[config.mk]
export PLATFORM = sky130hd
export DESIGN_NAME = vdc_cpu_vram_port
export DESIGN_NICKNAME = d
export VERILOG_FILES = /design/src/rtl/vdc_pkg.sv /design/src/rtl/vdc_vram_arb.sv /design/src/rtl/vdc_cpu_vram_port.sv
export SDC_FILE = /design/constraint.sdc
export NUM_CORES = 1
export LEC_CHECK = 0
export ABC_AREA = 1
export CAP_MARGIN = 20
export CORE_MARGIN = 4
export CORE_UTILIZATION = 60
export DETAILED_ROUTE_END_ITERATION = 7
export PLACE_DENSITY = 0.84
export SYNTH_ARGS = -nofsm -noshare
export SYNTH_HDL_FRONTEND = slang
export SYNTH_SLANG_ARGS = --single-unit
[constraint.sdc]
create_clock -name clock -period 4.66 [get_ports clock]
set_clock_uncertainty 0.2 [all_clocks]
set_input_delay 0.466 -clock clock [delete_from_list [all_inputs] [get_ports clock]]
set_output_delay 0.466 -clock clock [all_outputs]
set_load 0.005 [all_outputs]
[src/rtl/vdc_pkg.sv]
// Shared constants, FSM/job enums and the CR increment decode for the VDC CPU VRAM port.
package vdc_pkg;

    localparam logic [4:0] REG_MAWR = 5'h00;
    localparam logic [4:0] REG_MARR = 5'h01;
    localparam logic [4:0] REG_VRW  = 5'h02;
    localparam logic [4:0] REG_CR   = 5'h05;

    typedef enum logic [1:0] {
        StIdle,
        StWait,
        StRdCap
    } vdc_state_e;

    typedef enum logic {
        JobRead,
        JobWrite
    } vdc_job_e;

    function automatic logic [15:0] inc_decode(input logic [1:0] sel);
        case (sel)
            2'b00:   return 16'd1;
            2'b01:   return 16'd32;
            2'b10:   return 16'd64;
            default: return 16'd128;
        endcase
    endfunction

endpackage

[src/rtl/vdc_vram_arb.sv]
// VRAM job FSM: waits out the renderer, then issues one registered read or write.
// Build option VDC_VRAM_MIRROR_EN clears the top MA bit on every access (32K-word mirror).
module vdc_vram_arb
    import vdc_pkg::*;
#(
    parameter int unsigned VRAM_AW = 16
) (
    input  logic               i_clk,
    input  logic               i_rst,
    input  logic               i_start,
    input  vdc_job_e           i_job,
    input  logic [15:0]        i_addr,
    input  logic [15:0]        i_data,
    input  logic               i_render_busy,
    output logic               o_busy,
    output logic               o_wr_issue,
    output logic               o_rd_cap,
    output logic [VRAM_AW-1:0] o_ma,
    output logic               o_re,
    output logic               o_we,
    output logic [15:0]        o_md_in
);

    vdc_state_e         r_state, w_state_d;
    vdc_job_e           r_job, w_job_d;
    logic [15:0]        r_addr, w_addr_d;
    logic [15:0]        r_data, w_data_d;
    logic [VRAM_AW-1:0] r_ma, w_ma_d;
    logic               r_re, w_re_d;
    logic               r_we, w_we_d;
    logic [15:0]        r_md_in, w_md_in_d;

    logic               w_issue;
    vdc_job_e           w_iss_job;
    logic [15:0]        w_iss_addr;
    logic [15:0]        w_iss_data;

    // render_busy low in a cycle grants the bus for the next cycle, which keeps re/we registered.
    // The WAIT cycle carrying the strobe then leaves WAIT on the following edge.
    always_comb begin
        w_state_d  = r_state;
        w_job_d    = r_job;
        w_addr_d   = r_addr;
        w_data_d   = r_data;
        w_ma_d     = r_ma;
        w_re_d     = 1'b0;
        w_we_d     = 1'b0;
        w_md_in_d  = r_md_in;
        w_issue    = 1'b0;
        w_iss_job  = r_job;
        w_iss_addr = r_addr;
        w_iss_data = r_data;
        o_wr_issue = 1'b0;
        o_rd_cap   = 1'b0;

        unique case (r_state)
            StIdle: begin
                if (i_start) begin
                    w_state_d  = StWait;
                    w_job_d    = i_job;
                    w_addr_d   = i_addr;
                    w_data_d   = i_data;
                    w_issue    = !i_render_busy;
                    w_iss_job  = i_job;
                    w_iss_addr = i_addr;
                    w_iss_data = i_data;
                end
            end
            StWait: begin
                if (r_re || r_we) begin
                    w_state_d = r_re ? StRdCap : StIdle;
                end else if (!i_render_busy) begin
                    w_issue = 1'b1;
                end
            end
            StRdCap: begin
                o_rd_cap  = 1'b1;
                w_state_d = StIdle;
            end
            default: w_state_d = StIdle;
        endcase

        if (w_issue) begin
            w_ma_d = w_iss_addr[VRAM_AW-1:0];
`ifdef VDC_VRAM_MIRROR_EN
            w_ma_d[VRAM_AW-1] = 1'b0;
`endif
            if (w_iss_job == JobWrite) begin
                w_we_d     = 1'b1;
                w_md_in_d  = w_iss_data;
                o_wr_issue = 1'b1;
            end else begin
                w_re_d = 1'b1;
            end
        end
    end

    always_ff @(posedge i_clk) begin
        if (i_rst) begin
            r_state <= StIdle;
            r_job   <= JobRead;
            r_addr  <= '0;
            r_data  <= '0;
            r_ma    <= '0;
            r_re    <= 1'b0;
            r_we    <= 1'b0;
            r_md_in <= '0;
        end else begin
            r_state <= w_state_d;
            r_job   <= w_job_d;
            r_addr  <= w_addr_d;
            r_data  <= w_data_d;
            r_ma    <= w_ma_d;
            r_re    <= w_re_d;
            r_we    <= w_we_d;
            r_md_in <= w_md_in_d;
        end
    end

    assign o_busy  = (r_state != StIdle);
    assign o_ma    = r_ma;
    assign o_re    = r_re;
    assign o_we    = r_we;
    assign o_md_in = r_md_in;

    re_we_exclusive_a: assert property (@(posedge i_clk) disable iff (i_rst) !(r_re && r_we));

endmodule

[src/rtl/vdc_cpu_vram_port.sv]
// HuC6270 CPU-side VRAM port: AR/MAWR/MARR/VRR/VWR/CR register file and 8-bit access decode.
// Build option VDC_VRAM_MIRROR_EN (handled in vdc_vram_arb) mirrors VRAM at 32K words.
module vdc_cpu_vram_port
    import vdc_pkg::*;
#(
    parameter int unsigned VRAM_AW = 16
) (
    input  logic               clock,
    input  logic               reset,
    input  logic               cpu_cs,
    input  logic               cpu_wr,
    input  logic               cpu_rd,
    input  logic [1:0]         cpu_a,
    input  logic [7:0]         cpu_din,
    output logic [7:0]         cpu_dout,
    output logic               busy,
    input  logic               render_busy,
    output logic [VRAM_AW-1:0] MA,
    output logic               re,
    output logic               we,
    output logic [15:0]        MD_in,
    input  logic [15:0]        MD_out
);

    logic [4:0]  r_ar;
    logic [15:0] r_mawr;
    logic [15:0] r_marr;
    logic [15:0] r_vrr;
    logic [15:0] r_vwr;
    logic [7:0]  r_lo_latch;
    logic [1:0]  r_inc_sel;
    logic [7:0]  r_cpu_dout;

    logic        w_wr;
    logic        w_rd;
    logic        w_busy;
    logic        w_commit;
    logic        w_prefetch;
    logic [15:0] w_word;
    logic [15:0] w_inc;
    logic [15:0] w_marr_next;
    logic        w_start;
    vdc_job_e    w_job;
    logic [15:0] w_start_addr;
    logic [15:0] w_start_data;
    logic        w_wr_issue;
    logic        w_rd_cap;

    // A write strobe masks a simultaneous read.
    assign w_wr        = cpu_cs & cpu_wr;
    assign w_rd        = cpu_cs & cpu_rd & ~cpu_wr;
    assign w_word      = {cpu_din, r_lo_latch};
    assign w_inc       = inc_decode(r_inc_sel);
    assign w_marr_next = r_marr + w_inc;
    assign w_commit    = w_wr && (cpu_a == 2'd3) && !w_busy;
    assign w_prefetch  = w_rd && (cpu_a == 2'd3) && (r_ar == REG_VRW) && !w_busy;

    always_comb begin
        w_start      = 1'b0;
        w_job        = JobRead;
        w_start_addr = r_mawr;
        w_start_data = r_vwr;
        if (w_commit) begin
            if (r_ar == REG_MARR) begin
                w_start      = 1'b1;
                w_job        = JobRead;
                w_start_addr = w_word;
            end else if (r_ar == REG_VRW) begin
                w_start      = 1'b1;
                w_job        = JobWrite;
                w_start_addr = r_mawr;
                w_start_data = w_word;
            end
        end else if (w_prefetch) begin
            w_start      = 1'b1;
            w_job        = JobRead;
            w_start_addr = w_marr_next;
        end
    end

    always_ff @(posedge clock) begin
        if (reset) begin
            r_ar       <= '0;
            r_mawr     <= '0;
            r_marr     <= '0;
            r_vrr      <= '0;
            r_vwr      <= '0;
            r_lo_latch <= '0;
            r_inc_sel  <= '0;
            r_cpu_dout <= '0;
        end else begin
            if (w_wr && (cpu_a == 2'd0)) begin
                r_ar <= cpu_din[4:0];
            end
            if (w_wr && (cpu_a == 2'd2) && !w_busy) begin
                r_lo_latch <= cpu_din;
            end
            if (w_commit) begin
                case (r_ar)
                    REG_MAWR: r_mawr    <= w_word;
                    REG_MARR: r_marr    <= w_word;
                    REG_VRW:  r_vwr     <= w_word;
                    REG_CR:   r_inc_sel <= w_word[12:11];
                    default:  ;
                endcase
            end
            // Write issue never coincides with a MAWR commit: it only follows a VWR commit or busy.
            if (w_wr_issue) begin
                r_mawr <= r_mawr + w_inc;
            end
            if (w_prefetch) begin
                r_marr <= w_marr_next;
            end
            if (w_rd_cap) begin
                r_vrr <= MD_out;
            end
            if (w_rd) begin
                case (cpu_a)
                    2'd0:    r_cpu_dout <= {7'b0, w_busy};
                    2'd2:    r_cpu_dout <= (r_ar == REG_VRW) ? r_vrr[7:0] : 8'h00;
                    2'd3:    r_cpu_dout <= (r_ar == REG_VRW) ? r_vrr[15:8] : 8'h00;
                    default: r_cpu_dout <= 8'h00;
                endcase
            end
        end
    end

    vdc_vram_arb #(
        .VRAM_AW (VRAM_AW)
    ) u_arb (
        .i_clk         (clock),
        .i_rst         (reset),
        .i_start       (w_start),
        .i_job         (w_job),
        .i_addr        (w_start_addr),
        .i_data        (w_start_data),
        .i_render_busy (render_busy),
        .o_busy        (w_busy),
        .o_wr_issue    (w_wr_issue),
        .o_rd_cap      (w_rd_cap),
        .o_ma          (MA),
        .o_re          (re),
        .o_we          (we),
        .o_md_in       (MD_in)
    );

    assign busy     = w_busy;
    assign cpu_dout = r_cpu_dout;

endmodule

==> out/metrics.csv, run 1 <==
metric,value,unit
peakVddDrop,298,uV
clkTransAtPathRegs,0.06,ns
worstHoldPathCells,2,
yosysWarnings,0,
setup_tns,0,ns
drt-pass1-iter-count,7,
die_area,13700,um2
synth_area,7130,um2
layout_setup_ws,1.42,ns
crit_start,cpu_a[0],
critPathRequiredTime,4.72,ns
synth_compound_area_share,21.2,%
cts_root_buffer,clkbuf_16,
drt_iter0_drc,754,
postCtsSetupBuffers,0,
wirelength,18900,um
worstReg2RegStart,u_arb.r_state[0],
p_comb_share,4.2,%
synth_area_leaders,"dfxtp_1 (44%), o21ai_0 (9.0%), nand2_1 (8.5%)",
layout_commonest_cell,nand2_1,
max_cap_violations,0,
numCtsBuffers,17,
hp-class,register to register,
final_antenna_net_count,0,
worstPathMaxFanout,42,
synth_xor_area_share,1.35,%
utilization,72.8,%
p_leak,3.26,nW
yosys.area_share.adder,1.05,%
pwr-share-clk,47.7,%
period_needed,3.24,ns
grt_max_degree,96,
power.density,335,nW/um2
slew_headroom,30.2,%
synthCells,985,
place_ws,1.06,ns
maxSlewViolCount,0,
synth_top_area_share,43.8,%
rsz0062_at_grt,false,
syn_nets,1023,
setup-violations-final,0,
io_buffers,74,
dp_hpwl,12900,um
synth.largest_area_cell,dfxtp_1,
switchingPower,0.662,mW
clock_path_buffers,2,
ctsHoldBuffers,0,
cts_tree,built,
gp_congestion,1.00,
dieWidth,117,um
initial_utilization,61.9,%
period_share,69.4,%
worst_pin_slew,1.05,ns
ctsResizeCount,0,
crit_arrival,3.30,ns
seq_area_frac_synth,43.8,%
nNetsFinal,1069,
r2r_end,r_mawr[14],
postSynthAreaPerCell,7.24,um2
vias,6699,
finalHoldViolations,0,
synth_mux_area_share,0,%
critPathKind,primary input to register,
rows,39,
dpl_cell_area,7810,um2
synth_top_family_by_area,simple AND/OR/NAND/NOR gates,
p_sw_share,23.5,%
stdcell_area,8390,um2
syn2layout_area_growth,17.7,%
fp.dieH,117,um
hold_end,r_vrr[7],
power.share.sequential,48.0,%
clkLatencyLatePin,0.42,ns
core,11500,um2
final_cells,1187,
cp-start-kind,primary input,
holdCritStartpoint,r_vrr[7],
r2r_slack,1.65,ns
cts_max_level,4,
routedWlPerCell,15.9,um
antenna_found_initial,0,
synth_cell_types,42,
clock-sinks,156,
grt-ovfl-total,0,
status,"finished, final reports clean",
end_kind,register,
r2r_cells,14,
grt_pass1_wl,30400,um
p_int,2.15,mW
route.detailed.drc,0,
dp_cells,1155,
antenna_cells,0,
synth.ff_latch_count,156,
grt_pass1_vias,6186,
max_freq,309,MHz
vias_per_cell,5.64,
track_usage,28.4,%
layout-drive-gt1-share,6.99,%
yosys.area_share.simple,23.2,%
final_cell_mix,"nand2_1 (161), dfxtp_1 (156), o21ai_0 (128), inv_1 (106), nor2_1 (106)",
ios,75,
state kept, by name (all words and copies together) (netlist names), 5 cells and up:
name,count
r_marr,16
r_mawr,16
r_vrr,16
r_vwr,16
u_arb.o_ma,16
u_arb.o_md_in,16
u_arb.r_addr,16
u_arb.r_data,16
cpu_dout,8
r_lo_latch,8
r_ar,5
final cells by class:
type	count	area, um2
Timing Repair Buffer	77	761
Fill cell	948	3130
Clock buffer	19	443
Inverter	110	415
Sequential cell	156	3120
Multi-Input combinational cell	669	3330
Clock inverter	13	130
Tap cell	143	179
logic make-up after synthesis:
group	after synthesis
simple gates	379
compound gates	273
buf+inv	160
flops	156
xor+xnor	11
fa+ha+maj	6
Yosys cell counts:
library cell	n
xor2_1	7
a221oi_1	2
nor2_4	1
nor3_2	1
nor2_1	106
inv_4	1
nor4_1	1
or2_2	9
nand3_2	3
nand3_1	63
dfxtp_1	156
clkbuf_1	31
nand2_4	3
o211ai_1	1
a31oi_1	4
inv_2	2
o21ai_0	128
nand4_1	10
ha_1	6
a211oi_2	9
nor3_1	9
and2_1	1
o22ai_1	15
o211a_1	1
a22oi_1	4
buf_6	6
a21boi_0	1
buf_4	2
o2111ai_1	1
o21ai_4	1
clkinv_1	1
o21ai_1	6
nor2_2	2
buf_2	11
a21oi_1	95
nand2_1	161
or3_1	1
nand3b_1	2
xnor2_1	4
nand2_2	6
a211oi_1	5
inv_1	106
routing by layer:
| metal | vias to the layer above | share of wire, % | global-route usage (%) |
|---|---|---|---|
| met2 | 280 | 44 | 43.5 |
| met1 | 3013 | 46 | 38.9 |
| met3 | 51 | 7.0 | 6.27 |
| met5 | - | 0 | 0 |
| li1 | 3355 | - | - |
| met4 | 0 | 3.2 | 11.5 |
critical path, cell delays in order:
cell	delay, ns
clkdlybuf4s50_1	0.58
nand2_4	0.12
nor2_4	0.14
nand2_2	0.09
inv_2	0.09
nand2_2	0.25
nand3_2	0.19
nand2_2	0.07
nand2_4	0.28
nand2_4	0.26
inv_4	0.43
nand3_1	0.15
nand2_1	0.09
a21oi_1	0.06
power by group through the flow:
stage               clock [mW]  sequential [mW]  combinational, mW
floorplan                    0             1.38             0.0626
global placement             0             1.38              0.115
detailed placement           0             1.38              0.116
CTS                       1.35             1.35              0.117
global route              1.41             1.35              0.129
finish                    1.34             1.35              0.119
per-stage QoR:
stage | total power, mW | hold slack, ns
6_report | 2.81 | 0.252
5_1_grt | 2.89 | 0.273
4_1_cts | 2.82 | 0.252
3_5_place_dp | 1.50 | 0.243
3_3_place_gp | 1.50 | 0.237
2_1_floorplan | 1.44 | 0.222
worst max-delay path by stage:
stage                     to  slack [ns]  cells after the start
2_1_floorplan  u_arb.o_ma[8]        2.53                     15
3_3_place_gp      r_mawr[12]        1.15                     14
3_5_place_dp      r_mawr[14]        1.06                     14
4_1_cts           r_mawr[14]        1.45                     14
5_1_grt           r_mawr[14]        1.17                     14
6_report          r_mawr[14]        1.42                     14
Power figures use the tool's default switching activity.
==> run 2, diff against run 1 <==
--- a/config.mk
+++ b/config.mk
@@ -8,9 +8,9 @@
 export ABC_AREA = 1
 export CAP_MARGIN = 20
 export CORE_MARGIN = 4
-export CORE_UTILIZATION = 60
+export CORE_UTILIZATION = 57
 export DETAILED_ROUTE_END_ITERATION = 7
-export PLACE_DENSITY = 0.84
+export PLACE_DENSITY = 0.8
 export SYNTH_ARGS = -nofsm -noshare
 export SYNTH_HDL_FRONTEND = slang
 export SYNTH_SLANG_ARGS = --single-unit
==> constraint.sdc (replaced) <==
create_clock -name clock -period 3.02 [get_ports clock]
set_clock_uncertainty 0.2 [all_clocks]
set_input_delay 0.302 -clock clock [delete_from_list [all_inputs] [get_ports clock]]
set_output_delay 0.302 -clock clock [all_outputs]
set_load 0.005 [all_outputs]
==> run 2 against run 1 <==
Sequential power rose by 54%. Via count rose by 3.0%. Register-to-register slack got worse by 1.3 ns. Hold slack got worse by 0.13 ns. Critical path depth did not move. Sequential share of layout area fell by 0.64 points. Cell area rose by 1.8%. Clock power rose by 52%. Critical path type is now register to register.
==> out/metrics.csv, run 2 (same netlist as run 1, synthesis figures left out) <==
metric,value,unit
final_cells,1224,
rows,40,
power.share.sequential,48.3,%
multi_input_area,3330,um2
setup-violations-final,0,
gp_congestion,0.969,
critPathKind,register to register,
vias_per_cell,5.64,
antenna_found_initial,0,
p_int,3.33,mW
layout-drive-gt1-share,7.95,%
p_sw_share,22.9,%
cp-start-kind,register,
layout_commonest_cell,nand2_1,
max_freq,376,MHz
dieWidth,120,um
postCtsSetupBuffers,0,
rsz0062_at_grt,false,
core,12100,um2
pwr-share-clk,47.3,%
final_antenna_net_count,0,
track_usage,27.5,%
drt-pass1-iter-count,6,
nNetsFinal,1082,
cts_max_level,4,
vias,6898,
die_area,14400,um2
cp_common_cell,nand2_1,
numCtsBuffers,17,
slew_headroom,47.3,%
seqCellArea,3120,um2
wirelength,19300,um
fp.dieH,120,um
critPathRequiredTime,3.13,ns
cts_tree,built,
power.density,506,nW/um2
worst_pin_slew,0.790,ns
period_share,88.0,%
setup_tns,0,ns
fillCellCount,1017,
clock_path_buffers,2,
route.detailed.drc,0,
ctsResizeCount,0,
end_kind,register,
clkLatencyLatePin,0.43,ns
utilization,70.5,%
period_needed,2.66,ns
dp_hpwl,13300,um
ios,75,
path_delay_family,simple AND/OR/NAND/NOR gates,
cts_root_buffer,clkbuf_16,
worstPathMaxFanout,8,
final_cell_mix,"nand2_1 (161), dfxtp_1 (156), o21ai_0 (128), inv_1 (106), nor2_1 (106)",
cp_slowest_cell,dfxtp_1,
grt_max_degree,60,
slowest_delay,0.39,ns
max_cap_violations,0,
dp_cells,1193,
whs,0.121,ns
drt_iter0_drc,780,
hp-class,primary input to register,
peakVddDrop,402,uV
crit_buf_inv,0,
finalHoldViolations,0,
ctsHoldBuffers,0,
routedWlPerCell,15.8,um
initial_utilization,58.8,%
grt_pass1_wl,31500,um
io_buffers,74,
antenna_cells,0,
path_cells,nor2_1 -> ha_1 -> ha_1 -> nand3_1 -> nor2_1 -> nand2_1 -> nand2_1 -> nand2_1 -> nand2_1 -> nand3_1 -> nand3_1 -> nand2_1 -> nand2_1 -> a21oi_1,
clock-sinks,156,
crit_arrival,2.77,ns
clkTransAtPathRegs,0.06,ns
grt-ovfl-total,0,
p_comb_share,4.4,%
maxSlewViolCount,0,
status,"finished, final reports clean",
grt_pass1_vias,6400,
syn2layout_area_growth,19.7,%
switchingPower,0.989,mW
p_leak,3.32,nW
-- run 2: cell count changes in the layout (fill, tap and decap cells not counted), sizes merged --
cell / delta
buf: +13
inv: -3
clkbuf: +2
-- run 2: worst paths after layout --
| path | from | end | slack [ns] | depth (start not counted) |
|---|---|---|---|---|
| max | r_inc_sel[0] | u_arb.o_ma[10] | 0.36 | 14 |
| min | reset | u_arb.r_addr[10] | 0.12 | 2 |
| max reg2reg | r_inc_sel[0] | u_arb.o_ma[10] | 0.36 | 14 |
| min reg2reg | u_arb.r_state[1] | u_arb.r_state[1] | 0.24 | 1 |
-- run 2: area by class of cell --
cell class,count,share of cell area (%)
repair buffers,90,10.4
multi-input cells,669,39.1
well taps,168,2.46
flip-flops and latches,156,36.6
clock buffers,21,5.40
clock inverters,10,1.25
inverters,110,4.87
-- run 2: per-layer routing --
layer	global-route usage [%]	part of all wire, %	up-vias
li1	-	-	3381
met1	36.3	43	3119
met2	42.8	45	340
met3	7.49	8.8	58
met4	11.3	3.2	0
met5	0	0	-
-- run 2: power by group through the flow --
stage | combinational, mW | sequential, mW | clock (mW)
3_5_place_dp | 0.185 | 2.13 | 0
5_1_grt | 0.205 | 2.09 | 2.17
4_1_cts | 0.187 | 2.08 | 2.06
2_1_floorplan | 0.0966 | 2.13 | 0
3_3_place_gp | 0.183 | 2.13 | 0
6_report | 0.190 | 2.08 | 2.04
-- run 2: metrics by stage --
step / worst slack (ns) / instance area [um2] / total power, mW
detailed placement: 0.231 / 7970 / 2.31
finish: 0.361 / 8530 / 4.32
CTS: 0.403 / 8530 / 4.33
global placement: 0.317 / 7970 / 2.31
global route: 0.126 / 8530 / 4.46
floorplan: 0.893 / 7130 / 2.22
